[src/rtl/vga_pkg.sv]
`default_nettype none
// ============================================================================
// Module      : vga_pkg
// Description : Shared phase encoding, default 640x480@60 timing and sync
//               polarity constants for the VGA raster timing block.
// Revision    : 1.0 - initial release
// ============================================================================
package vga_pkg;

    typedef enum logic [1:0] {
        PH_ACTIVE = 2'd0,
        PH_FRONT  = 2'd1,
        PH_SYNC   = 2'd2,
        PH_BACK   = 2'd3
    } phase_t;

    // 640x480@60 Hz from a 25.175 MHz pixel clock
    localparam int c_h_active = 640;
    localparam int c_h_front  = 16;
    localparam int c_h_sync   = 96;
    localparam int c_h_back   = 48;
    localparam int c_v_active = 480;
    localparam int c_v_front  = 10;
    localparam int c_v_sync   = 2;
    localparam int c_v_back   = 33;

    localparam logic c_sync_active_low  = 1'b0;
    localparam logic c_sync_active_high = 1'b1;

endpackage : vga_pkg
`default_nettype wire

[src/rtl/vga_axis_counter.sv]
`default_nettype none
// ============================================================================
// Module      : vga_axis_counter
// Description : One raster axis: wrapping position counter plus the
//               ACTIVE/FRONT/SYNC/BACK phase tracker for that axis.
// Revision    : 1.0 - initial release
// ============================================================================
module vga_axis_counter
    import vga_pkg::*;
#(
    parameter  int ACTIVE  = c_h_active,
    parameter  int FRONT   = c_h_front,
    parameter  int SYNC    = c_h_sync,
    parameter  int BACK    = c_h_back,
    localparam int c_total = ACTIVE + FRONT + SYNC + BACK,
    localparam int c_width = $clog2(c_total)
) (
    input  logic               i_clk,
    input  logic               i_rst,
    input  logic               i_en,
    output logic [c_width-1:0] o_count,
    output phase_t             o_phase,
    output logic               o_wrap
);

    localparam logic [c_width-1:0] c_last       = c_width'(c_total - 1);
    localparam logic [c_width-1:0] c_active_end = c_width'(ACTIVE - 1);
    localparam logic [c_width-1:0] c_front_end  = c_width'(ACTIVE + FRONT - 1);
    localparam logic [c_width-1:0] c_sync_end   = c_width'(ACTIVE + FRONT + SYNC - 1);

    logic [c_width-1:0] r_count;
    phase_t             r_phase;

    // Phase moves on the same edge the count crosses into the next region
    always_ff @(posedge i_clk) begin
        if (i_rst) begin
            r_count <= '0;
            r_phase <= PH_ACTIVE;
        end else if (i_en) begin
            if (r_count == c_last) begin
                r_count <= '0;
            end else begin
                r_count <= r_count + 1'b1;
            end

            case (r_phase)
                PH_ACTIVE: if (r_count == c_active_end) r_phase <= PH_FRONT;
                PH_FRONT:  if (r_count == c_front_end)  r_phase <= PH_SYNC;
                PH_SYNC:   if (r_count == c_sync_end)   r_phase <= PH_BACK;
                PH_BACK:   if (r_count == c_last)       r_phase <= PH_ACTIVE;
                default:                                r_phase <= PH_ACTIVE;
            endcase
        end
    end

    assign o_count = r_count;
    assign o_phase = r_phase;
    assign o_wrap  = i_en && (r_count == c_last);

endmodule : vga_axis_counter
`default_nettype wire

[src/rtl/vga_sync_generator.sv]
`default_nettype none
// ============================================================================
// Module      : vga_sync_generator
// Description : VGA raster timing: HSYNC/VSYNC, active-video qualifier,
//               pixel coordinates and frame-start pulse, all registered.
//               Optional frame counter enabled by VGA_SYNC_FRAME_COUNT_EN.
// Revision    : 1.0 - initial release
// ============================================================================
module vga_sync_generator
    import vga_pkg::*;
#(
    parameter  int   H_ACTIVE  = c_h_active,
    parameter  int   H_FRONT   = c_h_front,
    parameter  int   H_SYNC    = c_h_sync,
    parameter  int   H_BACK    = c_h_back,
    parameter  int   V_ACTIVE  = c_v_active,
    parameter  int   V_FRONT   = c_v_front,
    parameter  int   V_SYNC    = c_v_sync,
    parameter  int   V_BACK    = c_v_back,
    parameter  logic SYNC_POL  = c_sync_active_low,
    localparam int   c_h_total = H_ACTIVE + H_FRONT + H_SYNC + H_BACK,
    localparam int   c_v_total = V_ACTIVE + V_FRONT + V_SYNC + V_BACK,
    localparam int   c_h_width = $clog2(c_h_total),
    localparam int   c_v_width = $clog2(c_v_total)
) (
    input  logic                 i_clk,
    input  logic                 i_rst,
    output logic                 o_hsync,
    output logic                 o_vsync,
    output logic                 o_active,
    output logic [c_h_width-1:0] o_x,
    output logic [c_v_width-1:0] o_y,
    output logic                 o_frame_start,
    output logic [15:0]          o_frame
);

    logic [c_h_width-1:0] w_h_count;
    logic [c_v_width-1:0] w_v_count;
    phase_t               w_h_phase;
    phase_t               w_v_phase;
    logic                 w_h_wrap;
    logic                 w_v_wrap;

    vga_axis_counter #(
        .ACTIVE (H_ACTIVE),
        .FRONT  (H_FRONT),
        .SYNC   (H_SYNC),
        .BACK   (H_BACK)
    ) u_h_axis (
        .i_clk   (i_clk),
        .i_rst   (i_rst),
        .i_en    (1'b1),
        .o_count (w_h_count),
        .o_phase (w_h_phase),
        .o_wrap  (w_h_wrap)
    );

    vga_axis_counter #(
        .ACTIVE (V_ACTIVE),
        .FRONT  (V_FRONT),
        .SYNC   (V_SYNC),
        .BACK   (V_BACK)
    ) u_v_axis (
        .i_clk   (i_clk),
        .i_rst   (i_rst),
        .i_en    (w_h_wrap),
        .o_count (w_v_count),
        .o_phase (w_v_phase),
        .o_wrap  (w_v_wrap)
    );

    logic                 r_at_origin;
    logic                 r_hsync;
    logic                 r_vsync;
    logic                 r_active;
    logic [c_h_width-1:0] r_x;
    logic [c_v_width-1:0] r_y;
    logic                 r_frame_start;

    // r_at_origin mirrors "counters sit at (0,0)": true after reset and
    // after the last pixel of a frame, avoiding a two-axis compare.
    always_ff @(posedge i_clk) begin
        if (i_rst) begin
            r_at_origin   <= 1'b1;
            r_hsync       <= ~SYNC_POL;
            r_vsync       <= ~SYNC_POL;
            r_active      <= 1'b0;
            r_x           <= '0;
            r_y           <= '0;
            r_frame_start <= 1'b0;
        end else begin
            r_at_origin   <= w_v_wrap;
            r_hsync       <= (w_h_phase == PH_SYNC) ? SYNC_POL : ~SYNC_POL;
            r_vsync       <= (w_v_phase == PH_SYNC) ? SYNC_POL : ~SYNC_POL;
            r_active      <= (w_h_phase == PH_ACTIVE) && (w_v_phase == PH_ACTIVE);
            r_x           <= w_h_count;
            r_y           <= w_v_count;
            r_frame_start <= r_at_origin;
        end
    end

    assign o_hsync       = r_hsync;
    assign o_vsync       = r_vsync;
    assign o_active      = r_active;
    assign o_x           = r_x;
    assign o_y           = r_y;
    assign o_frame_start = r_frame_start;

`ifdef VGA_SYNC_FRAME_COUNT_EN
    logic [15:0] r_frame;

    // Increments on the same edge that registers the frame-start pulse
    always_ff @(posedge i_clk) begin
        if (i_rst) begin
            r_frame <= '0;
        end else if (r_at_origin) begin
            r_frame <= r_frame + 16'd1;
        end
    end

    assign o_frame = r_frame;
`else
    assign o_frame = 16'd0;
`endif

endmodule : vga_sync_generator
`default_nettype wire

[config.mk]
export PLATFORM = sky130hd
export DESIGN_NAME = vga_sync_generator
export DESIGN_NICKNAME = d
export VERILOG_FILES = /design/src/rtl/vga_pkg.sv /design/src/rtl/vga_axis_counter.sv /design/src/rtl/vga_sync_generator.sv
export SDC_FILE = /design/constraint.sdc
export NUM_CORES = 1
export LEC_CHECK = 0
export CAP_MARGIN = 10
export CORE_MARGIN = 2
export CORE_UTILIZATION = 50
export DETAILED_ROUTE_END_ITERATION = 6
export PLACE_DENSITY = 0.76
export SLEW_MARGIN = 15
export SYNTH_ARGS = -nofsm -noshare
export SYNTH_HDL_FRONTEND = slang
export SYNTH_SLANG_ARGS = --single-unit
[constraint.sdc]
create_clock -name i_clk -period 5.3 [get_ports i_clk]
set_input_delay 1.325 -clock i_clk [delete_from_list [all_inputs] [get_ports i_clk]]
set_output_delay 1.325 -clock i_clk [all_outputs]
set_load 0.005 [all_outputs]
==> impl_metrics.toml, run 1 <==
[run_status]
outcome = "completed"

[synth]
synth.largest_area_cell = "dfxtp_1"
mappedNetlistArea_sq_mm = 0.002143
async_flop_share_pct = 0
synthMuxAreaShare_pct = 0.4670
ys_types = 37
synthCells = 226
synth_top_family_by_area = "simple AND/OR/NAND/NOR gates"
yosys_warnings = 0
syn_area_per_cell_sq_um = 9.484
synth_compound_area_share_pct = 7.122
yosysSeqAreaShare_pct = 45.77
synthAdderAreaFrac_pct = 7.005
synth_seq_cells = 49
yosysTopAreaCellShare_pct = 45.77
synth_ff_type = "dfxtp_1"
synth-edff-count = 0
yosys.area_share.simple_pct = 24.28
synth_area_leaders = "dfxtp_1 (46%), ha_1 (7.0%), buf_4 (5.6%)"
synth_xor_area_share_pct = 6.130

[detailed_routing]
drt_iter0_drc = 82
antenna_left = 0
drc = 0
viasPerCell = 4.967
vias = 1490
firstDrtPassIters = 4
drt-total-wl_um = 3494
post_drt_wl_per_cell_um = 11.65

[clock_tree]
postCtsHoldBufs = 0
cts.path.max_buffers = 2
clk_latency_ns = 0.30
clock_sinks = 49
cts-resized-gates = 0
clk_pin_slew_ns = 0.09
post-cts-setup-buffer-count = 0
cts_tree = "built"
cts_buffers = 5
cts_max_level = 2
clockRootBuffer = "clkbuf_8"

[worst_hold_path]
min_path_type = "flip-flop to flip-flop"

[finish]
syn2layout_area_growth_pct = 15.88
postLayoutCoreUtil_pct = 61.21
diodes = 0
seq_area_sq_um = 980.9
final_cell_mix = "dfxtp_1 (49), nor2_1 (25), clkdlybuf4s50_1 (25), nor2b_1 (18), conb_1 (16)"
final_common_cell = "dfxtp_1"
multiInputGateArea_sq_mm = 0.001025
fill_cells = 364
nets = 263
drive_gt1_share_pct = 5.200

[power_and_ir_drop]
power-per-cell-area_mw_per_mm2 = 277.2
ir_drop_v = 0.0001381
p_leak_nw = 0.9741

[worst_setup_path]
crit_required_ns = 3.97
cp-end-kind = "primary output"
start_kind = "flip-flop"
slowest_delay_ns = 0.50
cp.arrival_ns = 1.14
path_max_fanout = 1
critPathBufInv = 1
critPathKind = "flip-flop to primary output"
crit_chain = "clkdlybuf4s50_1"
cp_slowest_cell = "clkdlybuf4s50_1"
cp_top_family = "buffers and inverters"

[global_route]
grt_usage_pct = 15.18
grt_pass1_wl_um = 5975
globalRouteOverflowTotal = 0
antenna_found_initial = 0
grt_pass1_vias = 1355
grt_max_degree = 32

[timing]
rsz0062_at_grt = "false"
clock_skew_ns = 0.006521
fmax_ghz = 0.4051
slew_violations = 0
hold_viol_final = 0
setup_violations = 0
setup-tns-final_ns = 0
fin_crit_sh_pct = 46.58
min_period_ns = 2.469

[floorplan]
io_pins = 42
dieArea_sq_mm = 0.004826
die_h_um = 69.47
core-area_sq_mm = 0.004058
rows = 23
fp.dieW_um = 69.47
initial_core_util_pct = 52.82

[run]
maxCapViolations = 0

[placement]
gp_routability_congestion = 0.8032
hpwl_um = 2473
port-buffer-count = 25
through the flow:
step                      cell area (sq um)  setup slack [ns]  total power, mW  std cells  hold slack [ns]
after floorplan                        2200             3.456           0.4194        241           0.4138
after global placement                 2364             2.641           0.4221        292           0.4330
after detailed placement               2364             2.622           0.4233        292           0.4260
after CTS                              2484             2.825           0.6939        300           0.4463
after global routing                   2484             2.799           0.7157        300           0.4666
final                                  2484             2.831           0.6885        300           0.4402
sequential cells by signal (all words and copies together), names as in the netlist:
| name | cells |
|---|---|
| o_x | 10 |
| o_y | 10 |
| u_h_axis.o_count | 10 |
| u_v_axis.o_count | 10 |
| u_h_axis.o_phase | 2 |
| u_v_axis.o_phase | 2 |
| o_active | 1 |
| o_frame_start | 1 |
| o_hsync | 1 |
| o_vsync | 1 |
| r_at_origin | 1 |
final cells by class:
cell class,instances,share of cell area (%)
clock inverter,2,1.511
sequential,49,39.50
timing repair buffer,26,10.38
inverter,10,1.511
multi-input combinational,157,41.26
tap,50,2.519
clock buffer,6,3.325
per-layer routing:
metal | up-vias | wire [um] | global-route usage (%)
li1 | 766 | - | -
met1 | 674 | 1638 | 19.82
met2 | 45 | 1590 | 24.04
met3 | 5 | 214 | 3.488
met4 | 0 | 50 | 6.536
met5 | - | 0 | 0
synthesized netlist by cell type (all sizes together) (2+ instances only):
cell    instances
a21o            2
inv            10
nor4bb          2
xnor2           6
a21oi           7
buf            18
and3b           2
clkbuf          7
nor3            3
nand3          15
nor2           25
nand4           4
nand2           9
or3             2
a211oi          2
o22ai           2
and4            2
dfxtp          49
and3            7
nor2b          18
xor2            9
ha             12
cell families after synthesis:
kind of cell | after synthesis
AOI/OAI and AO/OA | 18
xor gates and xnor gates | 15
adders and majority gates | 12
buffers and inverters | 35
DFF | 49
muxes | 1
other | 1
and+or+nand+nor | 95
where the power goes:
group          switching, mW  internal (mW)
combinational         0.0188         0.0157
clock                  0.121          0.153
sequential           0.00485          0.375
total                  0.144          0.544
path summary, 6_finish.rpt:
kind                             from             endpoint  slack, ns  depth (start not counted)
setup / recovery             o_active             o_active       2.83                          1
hold / removal            r_at_origin        o_frame_start       0.44                          1
setup reg to reg  u_h_axis.o_count[0]  u_v_axis.o_count[3]       3.21                          5
hold reg to reg           r_at_origin        o_frame_start       0.44                          1
No activity file was read; power rests on OpenSTA's default activity.
==> run 2: changes to the inputs <==
==> constraint.sdc (replaced) <==
create_clock -name i_clk -period 2.55 [get_ports i_clk]
set_input_delay 0.6375 -clock i_clk [delete_from_list [all_inputs] [get_ports i_clk]]
set_output_delay 0.6375 -clock i_clk [all_outputs]
set_load 0.005 [all_outputs]
==> run 2 against run 1 <==
Compared with the run above: register-to-register slack got worse by 2.7 ns; clock skew about the same; hold slack improved by 0.0011 ns; highest routed layer unchanged.
==> impl_metrics.toml, run 2 (synthesis results as in run 1) <==
[run_status]
outcome = "completed"

[worst_hold_path]
min_path_type = "flip-flop to flip-flop"

[detailed_routing]
post_drt_wl_per_cell_um = 11.27
firstDrtPassIters = 4
drc = 0
viasPerCell = 4.850
drt-total-wl_um = 3391
vias = 1460
antenna_left = 0
drt_iter0_drc = 71

[worst_setup_path]
critPathKind = "flip-flop to flip-flop"
start_kind = "flip-flop"
cp_slowest_cell = "or4_1"
critPathBufInv = 1
path_max_fanout = 6
cp-end-kind = "flip-flop"
crit_chain = "inv_1 > ha_1 > nand4_1 > or4_1 > a21oi_4 > a21oi_1 > a311oi_1"
crit_required_ns = 2.76
slowest_delay_ns = 0.64
cp.arrival_ns = 2.26
cp_top_family = "simple AND/OR/NAND/NOR gates"

[power_and_ir_drop]
ir_drop_v = 0.0002358
p_leak_nw = 0.9789
power-per-cell-area_mw_per_mm2 = 575.7

[placement]
hpwl_um = 2421
port-buffer-count = 25
gp_routability_congestion = 0.8270
post-place-ws_ns = 0.5014

[timing]
fmax_ghz = 0.4871
setup_violations = 0
final.setup.worst_slack_ns = 0.4970
min_period_ns = 2.053
clock_skew_ns = 0.006172
hold_viol_final = 0
setup-tns-final_ns = 0
rsz0062_at_grt = "false"
slew_violations = 0
fin_crit_sh_pct = 80.51

[floorplan]
rows = 23
dieArea_sq_mm = 0.004826
die_h_um = 69.47
core-area_sq_mm = 0.004058
initial_core_util_pct = 52.82
io_pins = 42
fp.dieW_um = 69.47

[clock_tree]
cts_max_level = 2
postCtsHoldBufs = 0
cts_tree = "built"
cts.path.max_buffers = 2
clockRootBuffer = "clkbuf_8"
post-cts-setup-buffer-count = 0
cts-resized-gates = 0
clock_sinks = 49
clk_latency_ns = 0.31
clk_pin_slew_ns = 0.09
cts_buffers = 5

[finish]
final_cell_mix = "dfxtp_1 (49), nor2_1 (25), clkdlybuf4s50_1 (25), nor2b_1 (18), conb_1 (16)"
nets = 264
drive_gt1_share_pct = 5.578
final_common_cell = "dfxtp_1"
diodes = 0
syn2layout_area_growth_pct = 16.23

[run]
maxCapViolations = 0

[global_route]
antenna_found_initial = 0
grt_usage_pct = 14.87
grt_pass1_vias = 1254
grt_max_degree = 18
globalRouteOverflowTotal = 0
grt_pass1_wl_um = 5775
## run 2: final cells by class
type / instances / area (sq um)
multi-input cells: 157 / 1025
fillers: 363 / 1567
repair buffers: 27 / 265.3
flip-flops and latches: 49 / 980.9
clock buffers: 6 / 82.58
well taps: 50 / 62.56
clock inverters: 2 / 37.54
inverters: 10 / 37.54
## run 2: worst register-to-register path, stage by stage, from the launching register on
cell and delay, ns:
dfxtp_1 0.36, inv_1 0.11, ha_1 0.16, nand4_1 0.08, or4_1 0.64, a21oi_4 0.24, a21oi_1 0.09, a311oi_1 0.28
## run 2: metrics by stage
step | total power [mW] | area (sq um) | utilization, % | hold WS, ns | std cells
2_1_floorplan | 0.8717 | 2200 | - | 0.4138 | 241
3_3_place_gp | 0.8789 | 2371 | 58.43 | 0.4193 | 293
3_5_place_dp | 0.8810 | 2371 | 58.43 | 0.4273 | 293
4_1_cts | 1.447 | 2491 | 61.39 | 0.4470 | 301
5_1_grt | 1.495 | 2491 | 61.39 | 0.4586 | 301
6_report | 1.434 | 2491 | 61.39 | 0.4413 | 301
## run 2: per-layer routing
metal,up-vias,GRT usage [%],wire length (um)
met1,642,19.89,1643
met5,-,0,0
met2,45,21.90,1442
met4,0,7.190,72
met3,8,4.360,233
li1,765,-,-
## run 2: power breakdown
group,total [mW],internal [mW],switching [mW],leakage [nW]
clock network,0.571,0.319,0.253,0.0574
logic,0.0735,0.0334,0.0401,0.525
registers,0.789,0.779,0.00984,0.397
total,1.43,1.13,0.303,0.979
## run 2: path summary, 6_finish.rpt
kind	cells past startpoint	slack [ns]	to	from
worst min-delay path	1	0.44	o_frame_start	r_at_origin
worst max register to register	7	0.50	u_v_axis.o_phase[0]	u_v_axis.o_count[0]
worst min register to register	1	0.44	o_frame_start	r_at_origin
worst max-delay path	7	0.50	u_v_axis.o_phase[0]	u_v_axis.o_count[0]
==> run 3: changes to the inputs <==
==> constraint.sdc (replaced) <==
create_clock -name i_clk -period 1.9 [get_ports i_clk]
set_input_delay 0.475 -clock i_clk [delete_from_list [all_inputs] [get_ports i_clk]]
set_output_delay 0.475 -clock i_clk [all_outputs]
set_load 0.005 [all_outputs]
==> run 3 against run 2 <==
Compared with the run above: core utilization is 3.9 points higher; sequential power increased by 34%; critical path type unchanged; clock-buffer cell count did not move; design area up 6.3%; first-iteration DRC count grew 73%.
==> impl_metrics.toml, run 3 (synthesis results as in run 1) <==
[clock_tree]
clock_sinks = 49
cts_buffers = 5
clockRootBuffer = "clkbuf_8"
cts.path.max_buffers = 2
post-cts-setup-buffer-count = 0
cts_max_level = 2
postCtsHoldBufs = 0
clk_pin_slew_ns = 0.09
cts_tree = "built"
clk_latency_ns = 0.30

[global_route]
grt_usage_pct = 17.28
met1_usage_pct = 24.61
antenna_found_initial = 0
globalRouteOverflowTotal = 0
grt-busiest-layer = "met2"
use_met2_pct = 25.32
grt_pass1_wl_um = 6865
grt_max_degree = 31
grtUsageMet3_pct = 4.215
grt_pass1_vias = 1431

[detailed_routing]
drt_iter0_drc = 123
viasPerCell = 5.063
drc = 0
firstDrtPassIters = 4
vias = 1605
antenna_left = 0
drt-total-wl_um = 3997
post_drt_wl_per_cell_um = 12.61

[worst_setup_path]
cp.arrival_ns = 2.06
cp_slowest_cell = "or4_4"
crit_required_ns = 2.12
r2r_cells = 5
critPathKind = "flip-flop to flip-flop"
start_kind = "flip-flop"
crit_chain = "or3_1 > or4_4 > a21oi_4 > a21oi_1 > a311oi_1"
path_max_fanout = 6
cp-end-kind = "flip-flop"
slowest_delay_ns = 0.47

[power_and_ir_drop]
p_leak_nw = 1.068
power_mw = 1.955
power-per-cell-area_mw_per_mm2 = 737.9
ir_drop_v = 0.0004125

[worst_hold_path]
min_path_type = "flip-flop to flip-flop"
hold_depth = 1

[floorplan]
core-area_sq_mm = 0.004058
die_h_um = 69.47
dieArea_sq_mm = 0.004826
rows = 23
io_pins = 42
fp.dieW_um = 69.47
initial_core_util_pct = 52.82

[finish]
fin_area_sq_mm = 0.002649
diodes = 0
final_cell_mix = "dfxtp_1 (44), nor2_1 (25), clkdlybuf4s50_1 (25), nor2b_1 (18), buf_4 (18)"
nets = 280
final_common_cell = "dfxtp_1"
drive_gt1_share_pct = 15.36
syn2layout_area_growth_pct = 23.58

[timing]
min_period_ns = 1.837
fmax_ghz = 0.5442
rsz0062_at_grt = "false"
setup-tns-final_ns = 0
fin_crit_sh_pct = 96.71
slew_violations = 0
setup_violations = 0
clock_skew_ns = 0.004087
hold_viol_final = 0

[run]
maxCapViolations = 0

[placement]
hpwl_um = 2843
port-buffer-count = 25
gp_routability_congestion = 0.9582
place_area_sq_mm = 0.002491

[run_status]
outcome = "completed"
run 3: where the power goes:
group	internal (mW)	total (mW)	switching, mW
logic	0.0525	0.119	0.0660
clock network	0.428	0.777	0.349
registers	1.05	1.06	0.0118
run 3: layout make-up:
cell class / count / area [sq um]
fill: 352 / 1409
clock inverter: 2 / 37.54
timing repair buffer: 43 / 385.4
multi-input combinational: 157 / 1056
tap: 50 / 62.56
clock buffer: 6 / 82.58
inverter: 10 / 37.54
sequential: 49 / 987.2
run 3: metrics by stage:
step	setup slack [ns]	utilization (%)	instances	hold slack [ns]
floorplan	0.05585	-	241	0.4138
detailed placement	-0.02492	61.39	309	0.4283
finish	0.06256	65.28	317	0.4406
CTS	0.02843	64.45	317	0.4500
global placement	0.07889	61.39	309	0.4203
global route	0.003251	65.28	317	0.4595
run 3: timing repair:
action / CTS / global route
hold endpoints to repair: 0 / 0
cloned: 0 / 0
pin swaps: 0 / 1
setup endpoints to repair: 1 / 3
gates resized for setup: 1 / 10
run 3: path summary, 6_finish.rpt:
path | from | endpoint | slack, ns
max reg2reg | u_v_axis.o_count[6] | u_v_axis.o_phase[0] | 0.06
min reg2reg | r_at_origin | o_frame_start | 0.44
max | u_v_axis.o_count[6] | u_v_axis.o_phase[0] | 0.06
min | r_at_origin | o_frame_start | 0.44
run 3: per-layer routing:
layer | up-vias | part of all wire, %
met4 | 0 | 1.5
met5 | - | 0
met2 | 63 | 44
li1 | 799 | -
met3 | 6 | 7.0
met1 | 737 | 47
run 3: critical path: cells and delay by family, from the launching register on:
kind	cells	cell delay, ns
AND/OR/NAND/NOR	2	0.84
AO/OA/AOI/OAI	3	0.54
flip-flops	1	0.37
